--- src/rtl/bitty_pkg.sv ---
// bitty_pkg: shared types and constants for the bitty sequencer.
//   state_e           - sequencer FSM states
//   br_cond_e         - branch condition codes carried in IR[3:2]
//   FMT_BRANCH        - IR[1:0] encoding of a branch instruction
//   HALT_WORD_DEFAULT - instruction word that stops sequencing
package bitty_pkg;

    localparam int unsigned INSTR_W  = 16;
    localparam int unsigned DATA_W   = 16;
    localparam int unsigned RET_W    = 16;
    localparam int unsigned COND_LSB = 2;
    localparam int unsigned TGT_LSB  = 4;

    typedef enum logic [2:0] {
        ST_IDLE      = 3'd0,
        ST_FETCH     = 3'd1,
        ST_WAIT_MEM  = 3'd2,
        ST_DECODE    = 3'd3,
        ST_EXEC      = 3'd4,
        ST_WAIT_DONE = 3'd5,
        ST_HALT      = 3'd6
    } state_e;

    localparam logic [1:0] FMT_BRANCH = 2'b10;

    typedef enum logic [1:0] {
        COND_EQ0   = 2'b00,
        COND_EQ1   = 2'b01,
        COND_EQ2   = 2'b10,
        COND_NEVER = 2'b11
    } br_cond_e;

    localparam logic [INSTR_W-1:0] HALT_WORD_DEFAULT = 16'hFFFF;

    // Saturating increment for the retired-instruction counter.
    function automatic logic [RET_W-1:0] sat_inc(input logic [RET_W-1:0] v);
        return (v == '1) ? v : v + RET_W'(1);
    endfunction

endpackage

--- src/rtl/bitty_branch_eval.sv ---
// bitty_branch_eval: combinational branch condition evaluation.
//   cond_i    - branch condition field (IR[3:2])
//   alu_i     - core's last ALU result
//   taken_o_c - branch taken (combinational)
module bitty_branch_eval
    import bitty_pkg::*;
(
    input  logic [1:0]        cond_i,
    input  logic [DATA_W-1:0] alu_i,
    output logic              taken_o_c
);

    // Conditions 0..2 compare the ALU result against the code value itself.
    always_comb begin
        taken_o_c = 1'b0;
        case (br_cond_e'(cond_i))
            COND_EQ0:   taken_o_c = (alu_i == DATA_W'(0));
            COND_EQ1:   taken_o_c = (alu_i == DATA_W'(1));
            COND_EQ2:   taken_o_c = (alu_i == DATA_W'(2));
            COND_NEVER: taken_o_c = 1'b0;
            default:    taken_o_c = 1'b0;
        endcase
    end

endmodule

--- src/rtl/bitty_sequencer.sv ---
// bitty_sequencer: fetches instructions, hands them to bitty_core one at a
// time, resolves branches locally and counts retired instructions.
//   clk, reset (async, active-low)
//   start, stop                   - run control
//   mem_rd_en, mem_addr, mem_rdata - synchronous instruction memory port
//   core_run, core_instruction    - instruction issue to the core
//   core_done1/2, core_last_alu   - core completion and branch operand
//   busy, halted, fault, pc, retired - status
module bitty_sequencer
    import bitty_pkg::*;
#(
    parameter int unsigned        ADDR_W    = 8,
    parameter int unsigned        TIMEOUT   = 255,
    parameter logic [INSTR_W-1:0] HALT_WORD = HALT_WORD_DEFAULT
) (
    input  logic               clk,
    input  logic               reset,
    input  logic               start,
    input  logic               stop,
    output logic               mem_rd_en,
    output logic [ADDR_W-1:0]  mem_addr,
    input  logic [INSTR_W-1:0] mem_rdata,
    output logic               core_run,
    output logic [INSTR_W-1:0] core_instruction,
    input  logic               core_done1,
    input  logic               core_done2,
    input  logic [DATA_W-1:0]  core_last_alu,
    output logic               busy,
    output logic               halted,
    output logic               fault,
    output logic [ADDR_W-1:0]  pc,
    output logic [RET_W-1:0]   retired
);

    localparam int unsigned CNT_W = $clog2(TIMEOUT + 1);

    state_e               state_q, state_d;
    logic [ADDR_W-1:0]    pc_q, pc_d;
    logic [INSTR_W-1:0]   ir_q, ir_d;
    logic [RET_W-1:0]     retired_q, retired_d;
    logic [CNT_W-1:0]     cnt_q, cnt_d;
    logic                 fault_q, fault_d;
    logic                 mem_rd_en_q, mem_rd_en_d;
    logic                 core_run_q, core_run_d;
    logic                 busy_q, busy_d;
    logic                 halted_q, halted_d;

    logic                 br_taken;
    logic [ADDR_W-1:0]    pc_inc;
    logic [CNT_W-1:0]     cnt_inc;

    assign pc_inc  = pc_q + ADDR_W'(1);
    assign cnt_inc = cnt_q + CNT_W'(1);

    bitty_branch_eval u_branch_eval (
        .cond_i    (ir_q[COND_LSB +: 2]),
        .alu_i     (core_last_alu),
        .taken_o_c (br_taken)
    );

    // Next-state and datapath updates.
    always_comb begin
        state_d   = state_q;
        pc_d      = pc_q;
        ir_d      = ir_q;
        retired_d = retired_q;
        cnt_d     = cnt_q;
        fault_d   = fault_q;

        case (state_q)
            ST_IDLE, ST_HALT: begin
                if (start && !stop) begin
                    pc_d      = '0;
                    retired_d = '0;
                    fault_d   = 1'b0;
                    state_d   = ST_FETCH;
                end
            end
            ST_FETCH: begin
                state_d = ST_WAIT_MEM;
            end
            ST_WAIT_MEM: begin
                ir_d    = mem_rdata;
                state_d = ST_DECODE;
            end
            ST_DECODE: begin
                if (ir_q == HALT_WORD) begin
                    state_d = ST_HALT;
                end else if (ir_q[1:0] == FMT_BRANCH) begin
                    // Target field is truncated to the PC width.
                    pc_d      = br_taken ? ir_q[TGT_LSB +: ADDR_W] : pc_inc;
                    retired_d = sat_inc(retired_q);
                    state_d   = stop ? ST_IDLE : ST_FETCH;
                end else begin
                    state_d = ST_EXEC;
                end
            end
            ST_EXEC: begin
                cnt_d   = '0;
                state_d = ST_WAIT_DONE;
            end
            ST_WAIT_DONE: begin
                // A done on the final allowed cycle still wins over the timeout.
                if (core_done1 || core_done2) begin
                    pc_d      = pc_inc;
                    retired_d = sat_inc(retired_q);
                    state_d   = stop ? ST_IDLE : ST_FETCH;
                end else if (cnt_inc == CNT_W'(TIMEOUT)) begin
                    fault_d = 1'b1;
                    state_d = ST_IDLE;
                end else begin
                    cnt_d = cnt_inc;
                end
            end
            default: begin
                state_d = ST_IDLE;
            end
        endcase

        // Status outputs are registered copies of the next-state decode.
        mem_rd_en_d = (state_d == ST_FETCH);
        core_run_d  = (state_d == ST_EXEC);
        busy_d      = (state_d != ST_IDLE) && (state_d != ST_HALT);
        halted_d    = (state_d == ST_HALT);
    end

    // State register.
    always_ff @(posedge clk or negedge reset) begin
        if (!reset) begin
            state_q     <= ST_IDLE;
            pc_q        <= '0;
            ir_q        <= '0;
            retired_q   <= '0;
            cnt_q       <= '0;
            fault_q     <= 1'b0;
            mem_rd_en_q <= 1'b0;
            core_run_q  <= 1'b0;
            busy_q      <= 1'b0;
            halted_q    <= 1'b0;
        end else begin
            state_q     <= state_d;
            pc_q        <= pc_d;
            ir_q        <= ir_d;
            retired_q   <= retired_d;
            cnt_q       <= cnt_d;
            fault_q     <= fault_d;
            mem_rd_en_q <= mem_rd_en_d;
            core_run_q  <= core_run_d;
            busy_q      <= busy_d;
            halted_q    <= halted_d;
        end
    end

    assign mem_rd_en        = mem_rd_en_q;
    assign mem_addr         = pc_q;
    assign pc               = pc_q;
    assign core_run         = core_run_q;
    assign core_instruction = ir_q;
    assign busy             = busy_q;
    assign halted           = halted_q;
    assign fault            = fault_q;
    assign retired          = retired_q;

endmodule

--- config.mk ---
export PLATFORM = sky130hd
export DESIGN_NAME = bitty_sequencer
export DESIGN_NICKNAME = d
export VERILOG_FILES = /design/src/rtl/bitty_pkg.sv /design/src/rtl/bitty_branch_eval.sv /design/src/rtl/bitty_sequencer.sv
export SDC_FILE = /design/constraint.sdc
export NUM_CORES = 1
export LEC_CHECK = 0
export BUFFER_PORTS_ARGS = -buffer_cell sky130_fd_sc_hd__buf_4
export CORE_MARGIN = 1.5
export CORE_UTILIZATION = 55
export CTS_BUF_LIST = sky130_fd_sc_hd__clkbuf_4
export DETAILED_ROUTE_END_ITERATION = 7
export GPL_ROUTABILITY_DRIVEN = 0
export HOLD_SLACK_MARGIN = 0.06
export PLACE_DENSITY = 0.83
export SYNTH_ARGS = -nofsm -noshare
export SYNTH_HDL_FRONTEND = slang
export SYNTH_SLANG_ARGS = --single-unit
--- constraint.sdc ---
create_clock -name clk -period 2.6 [get_ports clk]
set_input_delay 0 -clock clk [delete_from_list [all_inputs] [get_ports clk]]
set_output_delay 0 -clock clk [all_outputs]
set_load 0.01 [all_outputs]
==> results of run 1 <==
sequential cells by signal, summed over array words and instances, names as in the netlist:
register,flops
retired,16
core_instruction,16
mem_rd_en,1
state_q,3
cnt_q,8
core_run,1
fault,1
halted,1
busy,1
mem_addr,8
cell type report:
type	instances	area, sq um	area share [%]
clock buffer	5	37.5	0.858
multi-input combinational	265	1810	41.5
timing repair buffer	116	921	21.1
sequential	56	1400	32.0
clock inverter	3	50.0	1.14
inverter	15	56.3	1.29
tap	75	93.8	2.15
cell families (layout without fill, tap and decap cells):
kind of cell             count (synthesis)  in the layout
AO/OA/AOI/OAI                           92             92
XOR/XNOR                                 3              3
adder cells (fa/ha/maj)                  7              7
buffers and inverters                   36            139
flip-flops                              56             56
multiplexers                            19             19
AND/OR/NAND/NOR                        144            144
placed cells by master, fill, tap and decap left out, drive strengths merged, types with 5 or more instances in the layout:
master	Yosys	final
and3	5	5
o31ai	9	9
nand4	10	10
o211ai	10	10
mux2	17	17
nand2	39	39
nor3	8	8
nand3	18	18
dlygate4sd3	0	20
or3	9	9
o21ai	19	19
dfrtp	56	56
ha	7	7
nor4	7	7
inv	15	17
buf	16	96
nor3b	6	6
a21oi	16	16
or4	5	5
clkbuf	5	5
nor2	9	9
worst max-delay path, delay by kind of cell, from the launching register on:
family	cells	cell delay, ns
AO/OA/AOI/OAI	2	0.58
adder cells (fa/ha/maj)	1	0.32
flip-flops	1	0.55
AND/OR/NAND/NOR	3	0.87
Yosys cell counts (all sizes together) (2+ instances only):
master / number / area share [%]
a21boi: 2 / 0.44
a21oi: 16 / 2.4
a22oi: 3 / 0.66
a2bb2oi: 2 / 0.70
a31oi: 3 / 0.55
and2: 3 / 0.59
and3: 5 / 0.92
and3b: 4 / 1.1
buf: 16 / 3.3
clkbuf: 5 / 0.55
dfrtp: 56 / 41
ha: 7 / 2.6
inv: 15 / 1.7
mux2: 17 / 5.7
mux2i: 2 / 0.59
nand2: 39 / 4.4
nand2b: 4 / 0.74
nand3: 18 / 2.7
nand3b: 4 / 0.88
nand4: 10 / 1.8
nor2: 9 / 0.99
nor2b: 3 / 0.55
nor3: 8 / 1.3
nor3b: 6 / 1.3
nor4: 7 / 1.3
nor4b: 3 / 0.77
nor4bb: 2 / 0.59
o2111ai: 3 / 0.77
o211ai: 10 / 2.4
o21a: 4 / 0.88
o21ai: 19 / 2.8
o21bai: 2 / 0.44
o221ai: 3 / 0.77
o22ai: 2 / 0.37
o31ai: 9 / 2.0
o41ai: 3 / 0.77
or2: 3 / 0.55
or3: 9 / 1.7
or4: 5 / 1.2
xor2: 2 / 1.1
through the flow:
stage | util (%) | total power, mW | hold slack [ns]
after floorplan | - | 2.52 | -0.296
after global placement | 68.5 | 3.10 | 0.0920
after detailed placement | 68.5 | 3.17 | 0.0956
after CTS | 73.3 | 3.71 | 0.0782
after global routing | 73.4 | 3.99 | 0.107
final | 73.4 | 3.74 | 0.0906
how the worst max path moves through the flow:
stage,startpoint,end
4_1_cts,cnt_q[0],busy
5_1_grt,cnt_q[0],busy
2_1_floorplan,cnt_q[1],busy
3_5_place_dp,cnt_q[0],busy
3_3_place_gp,cnt_q[0],busy
6_report,cnt_q[0],busy
routing by layer:
layer / up-vias / share of wire, % / global-route usage (%)
li1: 1545 / - / -
met1: 1603 / 40 / 34.1
met2: 133 / 52 / 50.8
met3: 25 / 5.4 / 4.00
met4: 0 / 2.6 / 11.7
met5: - / 0 / 0
power by group:
part | internal (mW) | switching, mW | leakage (nW) | total [mW]
Combinational | 0.855 | 0.920 | 1.11 | 1.78
Clock | 0.213 | 0.300 | 0.0477 | 0.513
Sequential | 1.11 | 0.339 | 0.734 | 1.45
Total | 2.18 | 1.56 | 1.89 | 3.74
what timing repair did:
item	4_1_cts	5_1_grt
endpoints found under the hold margin	74	0
hold buffers	20	0
setup endpoints to repair	0	6
gates resized for setup	0	2
==> impl_metrics.csv, run 1 <==
group,metric,value,unit
die,dieWidth,81.6,um
grt,antenna_found_initial,0,
synthesis,synthArstFlopShare,100,%
layout,syn_to_final_growth,28.8,%
synthesis,synth-simple-area-share,23.9,%
synthesis,synthAdderAreaFrac,2.58,%
worst_setup_path,endpoint_kind,"flip-flop",
power_and_ir_drop,leakagePower,1.89,nW
die,pin_count,91,
sta,rsz0062_at_grt,"no",
route,drt_wl_total,9.05,mm
synthesis,synth_cell_types,67,
route,vias,3306,
layout,design_area,4370,sq um
placed_design,pre_cts_ws,0.170,ns
sta,max-slew-margin-rel,53.0,%
layout,nFillCells,456,
worst_setup_path,cp_max_fo,10,
synthesis,synth_area_per_cell,9.51,sq um
worst_setup_path,reg2reg_from,"cnt_q[0]",
synthesis,synth_mux_area_share,6.34,%
clocking,post_cts_buffers,0,
layout,antennaDiodeCount,0,
die,num_rows,28,
clocking,cts_max_path_buffers,2,
placed_design,placed_area,4080,sq um
clocking,cts_buffers,5,
sta,layout_min_cycle_time,2.44,ns
worst_setup_path,worst_path_largest_cell_delay,0.55,ns
sta,fin_skew,0.00988,ns
clocking,cts.sinks,56,
grt,grt_pass1_wl,14.6,mm
synthesis,synth_seq_cells,56,
synthesis,syn-cell-area,3400,sq um
worst_setup_path,start_kind,"flip-flop",
layout,drive_above_1_share,30.0,%
sta,setup_tns,0,ns
worst_setup_path,slowest_stage,"dfrtp_1",
clocking,cts-root-buf,"clkbuf_4",
synthesis,ys_seq_area_share,41.3,%
synthesis,synth_xor_area_share,1.33,%
sta,min_period_over_period,93.7,%
worst_setup_path,reg2reg_to,"busy",
worst_setup_path,crit_chain,"ha_2 -> nand3_1 -> or3_1 -> a32o_2 -> a21o_4 -> or3_1",
worst_setup_path,cpMostUsedCell,"or3_1",
synthesis,synth_flop_cell,"dfrtp_1",
worst_setup_path,r2r_slack,0.16,ns
worst_hold_path,min_to,"cnt_q[6]",
worst_setup_path,reg2regPathDepth,6,
die,start_util,57.0,%
sta,finalMaxSlewViolations,0,
clocking,h-tree-depth,2,
clocking,insertion_delay,0.39,ns
run,drv_cap,0,
route,ant_nets,0,
worst_setup_path,crit_arrival,2.71,ns
worst_hold_path,hp-class,"in -> reg",
outcome,status,"completed",
grt,grt_start_max_net_pins,57,
placed_design,dp_hpwl,6.46,mm
route,wl_per_cell,16.9,um
sta,worstMarginPinSlew,0.705,ns
clocking,cts_tree,"yes",
sta,setup_viol,0,
route,first_pass_iters,4,
grt,grt_pass1_vias,3158,
worst_setup_path,critPathKind,"reg -> reg",
synthesis,synth_edf_count,0,
synthesis,synthCells,357,
worst_hold_path,whs_path_depth,5,
clocking,path_clk_slew,0.16,ns
synthesis,synth_compound_area_share,19.0,%
sta,finalWorstSetupSlack,0.164,ns
route,initialDrtViolationCount,167,
grt,grt-ovfl-total,0,
route,post_drt_via_cell_ratio,6.18,
worst_setup_path,required,2.88,ns
placed_design,io_buffer_count,90,
sta,hold_viol,0,
layout,final_nets,504,
placed_design,dp_cells,507,
die,dieArea,6650,sq um
die,die_h,81.6,um
grt,track_usage,28.4,%
layout,post_layout_nonfiller_instances,535,
route,drc,0,
worst_hold_path,min_from,"core_done2",
synthesis,ys_warn_count,0,
synthesis,synth_top_family_by_area,"simple AND/OR/NAND/NOR gates",
synthesis,synth_fp_nets,402,
power_and_ir_drop,powerDensity,855,nW/um^2
power_and_ir_drop,ir_drop,0.000701,V
sta,max_freq,410,MHz
die,fp.coreArea,5960,sq um
Note: power is estimated with default switching activity, not from simulation.
==> run 2, diff against run 1 <==
SYNTH_HIERARCHICAL = 1   (was not set)
==> run 2 against run 1 <==
Effect of this change: wire length grew 2.9%; maximum frequency grew 6.4%; global-route usage up 0.91 points; final area stayed put; clock power down 4.1%; worst hold slack got worse by 0.0024 ns; cell count up 0.56%; synthesized cell count grew 2.5%; total power grew 1.7%; sequential share of layout area is the same; first-iteration DRC count is 84% higher; sequential cell count unchanged; critical path type unchanged; highest routed layer unchanged.
==> impl_metrics.csv, run 2 <==
group,metric,value,unit
outcome,status,"completed",
worst_setup_path,endpoint_kind,"flip-flop",
layout,design_area,4370,sq um
sta,hold_viol,0,
clocking,cts.sinks,56,
die,pin_count,91,
worst_setup_path,critPathKind,"reg -> reg",
die,num_rows,28,
route,drc,0,
clocking,cts_buffers,5,
placed_design,io_buffer_count,90,
synthesis,yosys.area.top_type,"dfrtp_1",
route,vias,3331,
grt,track_usage,29.3,%
synthesis,synth_top_area_share,40.4,%
route,wl_per_cell,17.3,um
route,first_pass_iters,5,
synthesis,synth_fp_nets,410,
synthesis,syn-cell-area,3470,sq um
power_and_ir_drop,power,3.80,mW
synthesis,synthArstFlopShare,100,%
sta,setup_viol,0,
die,fp.coreArea,5990,sq um
route,ant_nets,0,
synthesis,synth_top_family_by_area,"simple AND/OR/NAND/NOR gates",
sta,finalWorstSetupSlack,0.311,ns
layout,syn_to_final_growth,26.1,%
synthesis,synthAdderAreaFrac,2.16,%
route,initialDrtViolationCount,308,
placed_design,dp_hpwl,6.27,mm
clocking,cts_tree,"yes",
sta,fin_skew,0.0155,ns
synthesis,synth_xor_area_share,0.253,%
layout,final_cell_mix,"buf_4 (94), dfrtp_1 (56), nand2_1 (34)",
worst_setup_path,start_kind,"flip-flop",
die,dieArea,6790,sq um
route,drt_wl_total,9.32,mm
clocking,path_clk_slew,0.16,ns
power_and_ir_drop,leakagePower,1.93,nW
clocking,cts_max_path_buffers,2,
grt,grt_start_max_net_pins,57,
sta,rsz0062_at_grt,"no",
grt,grt_pass1_vias,3110,
sta,setup_tns,0,ns
sta,layout_min_cycle_time,2.29,ns
layout,layout_commonest_cell,"buf_4",
layout,drive_above_1_share,29.8,%
synthesis,synth_area_leaders,"dfrtp_1 (40%), mux2_2 (5.2%), o31ai_1 (4.1%), o21ai_0 (3.9%), nand2_1 (3.7%)",
synthesis,synth_cell_types,68,
worst_setup_path,required,2.95,ns
sta,max-slew-margin-rel,53.2,%
route,post_drt_via_cell_ratio,6.19,
layout,final_util,73.0,%
clocking,h-tree-depth,2,
synthesis,synth-simple-area-share,23.9,%
synthesis,synth_common_cells,"dfrtp_1 (56), nand2_1 (34), o21ai_0 (27), nand3_1 (19), o31ai_1 (19)",
power_and_ir_drop,ir_drop,0.000618,V
synthesis,synth_flop_cell,"dfrtp_1",
synthesis,synthCells,366,
run,drv_cap,0,
worst_setup_path,cp_max_fo,7,
grt,grt_pass1_wl,15.1,mm
synthesis,synth_edf_count,0,
die,start_util,57.9,%
grt,grt-ovfl-total,0,
sta,finalMaxSlewViolations,0,
worst_setup_path,crit_arrival,2.64,ns
placed_design,pre_cts_ws,0.430,ns
synthesis,synth_mux_area_share,5.48,%
synthesis,ys_warn_count,6,
clocking,insertion_delay,0.39,ns
clocking,cts-root-buf,"clkbuf_4",
synthesis,synth.most_common_cell,"dfrtp_1",
power_and_ir_drop,powerDensity,869,nW/um^2
die,die_h,82.4,um
sta,max_freq,437,MHz
synthesis,ys_seq_area_share,40.4,%
synthesis,synth_area_per_cell,9.48,sq um
synthesis,synth_seq_cells,56,
grt,antenna_found_initial,0,
sta,worstMarginPinSlew,0.702,ns
layout,antennaDiodeCount,0,
clocking,post_cts_buffers,0,
synthesis,synth_compound_area_share,21.1,%
sta,min_period_over_period,88.0,%
worst_hold_path,hp-class,"in -> reg",
die,dieWidth,82.4,um
layout,final_nets,506,
placed_design,placed_area,4080,sq um
-- run 2: changes by cell type in the layout (fill, tap and decap cells not counted), sizes merged, moves of 6 or more --
cell   change
or3        -8
o31ai     +10
nand4      +6
nor2       +9
o21ai     +10
a22o       +8
-- run 2: final cells by class --
type | instances | area [sq um]
clock buffer | 6 | 45.0
clock inverter | 2 | 35.0
fill | 449 | 1620
inverter | 13 | 48.8
multi-input combinational | 271 | 1830
sequential | 56 | 1400
tap | 75 | 93.8
timing repair buffer | 115 | 916
-- run 2: critical path: stages (launching register included) --
cell and delay [ns]:
dfrtp_1 0.45, inv_1 0.07, ha_1 0.21, nand4b_1 0.18, a21o_1 0.18, a21oi_2 0.23, nand2_1 0.07, nor2_1 0.38
nand2_1 0.15, a31oi_1 0.19, o22a_1 0.14
-- run 2: kinds of logic after synthesis --
| kind of cell | Yosys count |
|---|---|
| fa+ha+maj | 6 |
| compound gates | 103 |
| simple gates | 144 |
| xor+xnor | 1 |
| mux | 17 |
| buf+inv | 39 |
| flops | 56 |
-- run 2: worst paths after layout --
path | start | endpoint | slack, ns | depth (start not counted)
hold reg to reg | fault | fault | 0.52 | 2
hold / removal | core_done2 | cnt_q[2] | 0.09 | 6
min in group asynchronous | reset | mem_addr[2] | 0.17 | 2
setup reg to reg | core_instruction[3] | mem_addr[7] | 0.31 | 10
max in group asynchronous | reset | core_instruction[9] | 1.96 | 2
setup / recovery | core_instruction[3] | mem_addr[7] | 0.31 | 10
-- run 2: metal layers --
metal  global-route usage [%]  up-vias  share of wire, %
met4                     7.80        0               1.3
met1                     37.5     1603                41
met2                     50.6      142                51
li1                         -     1572                 -
met3                     5.49       14               6.4
met5                        0        -                 0
-- run 2: power breakdown --
| group | internal [mW] | total (mW) | switching, mW |
|---|---|---|---|
| clock network | 0.212 | 0.492 | 0.280 |
| logic | 0.855 | 1.83 | 0.974 |
| registers | 1.12 | 1.48 | 0.362 |
-- run 2: metrics by stage --
step	cells	hold slack (ns)
3_5_place_dp	509	0.0997
4_1_cts	538	0.0664
2_1_floorplan	366	-0.296
3_3_place_gp	509	0.0986
5_1_grt	538	0.128
6_report	538	0.0883
-- run 2: what timing repair did --
item | 4_1_cts | 5_1_grt
endpoints found under the hold margin | 76 | 0
hold buffers | 21 | 0
resized for setup | 0 | 0
==> run 3, diff against run 2 <==
CORE_ASPECT_RATIO = 0.8   (was not set)
==> run 3 against run 2 <==
Effect of this change: wire length grew 0.85%; cell count is 1.1% higher; utilization decreased by 0.56 points; clock-buffer cell count down 1; sequential power barely moved; clock skew up 0.0026 ns; global-route usage shrank 1.3 points; critical path depth is the same; critical path type unchanged.
==> impl_metrics.csv, run 3 (synthesized netlist as in run 2, its figures left out) <==
group,metric,value,unit
outcome,status,"completed",
layout,antennaDiodeCount,0,
clocking,cts.sinks,56,
route,first_pass_iters,5,
die,die_h,74.0,um
route,drt_wl_total,9.39,mm
clocking,cts_tree,"yes",
worst_setup_path,endpoint_kind,"flip-flop",
power_and_ir_drop,ir_drop,0.000665,V
sta,min_period_over_period,88.0,%
die,fp.coreArea,6010,sq um
power_and_ir_drop,powerDensity,855,nW/um^2
clocking,cts-resized-gates,0,
power_and_ir_drop,leakagePower,1.92,nW
sta,fin_skew,0.0182,ns
clocking,cts-root-buf,"clkbuf_4",
grt,antenna_found_initial,0,
worst_setup_path,required,2.93,ns
clocking,h-tree-depth,2,
layout,final_nets,506,
die,pin_count,91,
worst_setup_path,cp_max_fo,7,
die,dieArea,6790,sq um
die,dieWidth,91.8,um
layout,final_util,72.5,%
clocking,holdBufCountCts,19,
worst_setup_path,critPathKind,"reg -> reg",
die,num_rows,25,
die,start_util,57.7,%
route,wl_per_cell,17.3,um
sta,max-slew-margin-rel,52.7,%
route,drc,0,
worst_hold_path,hp-class,"in -> reg",
grt,grt_pass1_vias,3020,
grt,track_usage,28.0,%
clocking,insertion_delay,0.38,ns
power_and_ir_drop,power,3.72,mW
worst_setup_path,start_kind,"flip-flop",
clocking,cts_buffers,5,
clocking,cts_max_path_buffers,2,
route,post_drt_via_cell_ratio,6.25,
sta,hold_viol,0,
layout,drive_above_1_share,30.0,%
placed_design,io_buffer_count,90,
grt,grt_start_max_net_pins,57,
layout,syn_to_final_growth,25.5,%
route,initialDrtViolationCount,284,
grt,grt_pass1_wl,15.1,mm
sta,max_freq,437,MHz
route,vias,3398,
sta,worstMarginPinSlew,0.709,ns
sta,setup_viol,0,
sta,setup_tns,0,ns
clocking,post_cts_buffers,0,
layout,nFillCells,443,
clocking,path_clk_slew,0.17,ns
run,drv_cap,0,
route,ant_nets,0,
grt,grt-ovfl-total,0,
sta,finalMaxSlewViolations,0,
sta,rsz0062_at_grt,"no",
placed_design,dp_hpwl,6.35,mm
layout,layout_commonest_cell,"buf_4",
worst_setup_path,crit_arrival,2.62,ns
layout,final_cell_mix,"buf_4 (96), dfrtp_1 (56), nand2_1 (34)",
sta,layout_min_cycle_time,2.29,ns
run 3: cell count changes in the layout (fill, tap and decap cells not counted), sizes merged:
| cell | change |
|---|---|
| bufinv | -1 |
| buf | +2 |
| clkbuf | -1 |
| inv | +1 |
| dlygate4sd3 | -2 |
| clkinv | +1 |
run 3: area by class of cell:
cell class	count	area, sq um	share of cell area [%]
clock buffer	5	37.5	0.863
clock inverter	3	17.5	0.403
inverter	13	48.8	1.12
multi-input combinational	271	1830	42.2
sequential	56	1400	32.2
tap	81	101	2.33
timing repair buffer	115	911	20.9
run 3: worst max-delay path, cell delays in order, from the launching register on:
cell	delay (ns)
dfrtp_1	0.45
inv_1	0.06
ha_1	0.29
nor4b_2	0.19
nand2_1	0.11
a21oi_2	0.23
nand2_1	0.08
nor2_1	0.32
nand2_1	0.13
a31oi_1	0.20
o22a_1	0.16
run 3: layer usage:
layer  wire (um)  part of all wire (%)  GRT usage, %
met2        4360                    46          47.0
met3         802                   8.5          4.29
met1        4120                    44          38.9
met4         112                   1.2          7.18
met5           0                     0             0
run 3: per-stage QoR:
| stage | cell area [sq um] | setup WS [ns] | cells | hold slack (ns) |
|---|---|---|---|---|
| 2_1_floorplan | 3470 | 0.604 | 366 | -0.296 |
| 3_3_place_gp | 4110 | 0.515 | 517 | 0.0962 |
| 3_5_place_dp | 4110 | 0.393 | 517 | 0.0975 |
| 4_1_cts | 4350 | 0.339 | 544 | 0.0781 |
| 5_1_grt | 4350 | 0.0672 | 544 | 0.121 |
| 6_report | 4350 | 0.312 | 544 | 0.0824 |
run 3: report_power, final:
group / internal (mW) / switching (mW) / total [mW] / leakage, nW
combinational: 0.863 / 0.986 / 1.85 / 1.17
sequential: 1.12 / 0.364 / 1.48 / 0.716
clock: 0.105 / 0.282 / 0.388 / 0.0330
total: 2.09 / 1.63 / 3.72 / 1.92
run 3: path summary, 6_finish.rpt:
kind	start	to	slack [ns]	cells past startpoint
min in group asynchronous	reset	mem_addr[2]	0.19	2
setup / recovery	core_instruction[3]	mem_addr[7]	0.31	10
max in group asynchronous	reset	cnt_q[5]	1.93	2
hold reg to reg	fault	fault	0.54	2
setup reg to reg	core_instruction[3]	mem_addr[7]	0.31	10
hold / removal	core_done1	cnt_q[2]	0.08	5
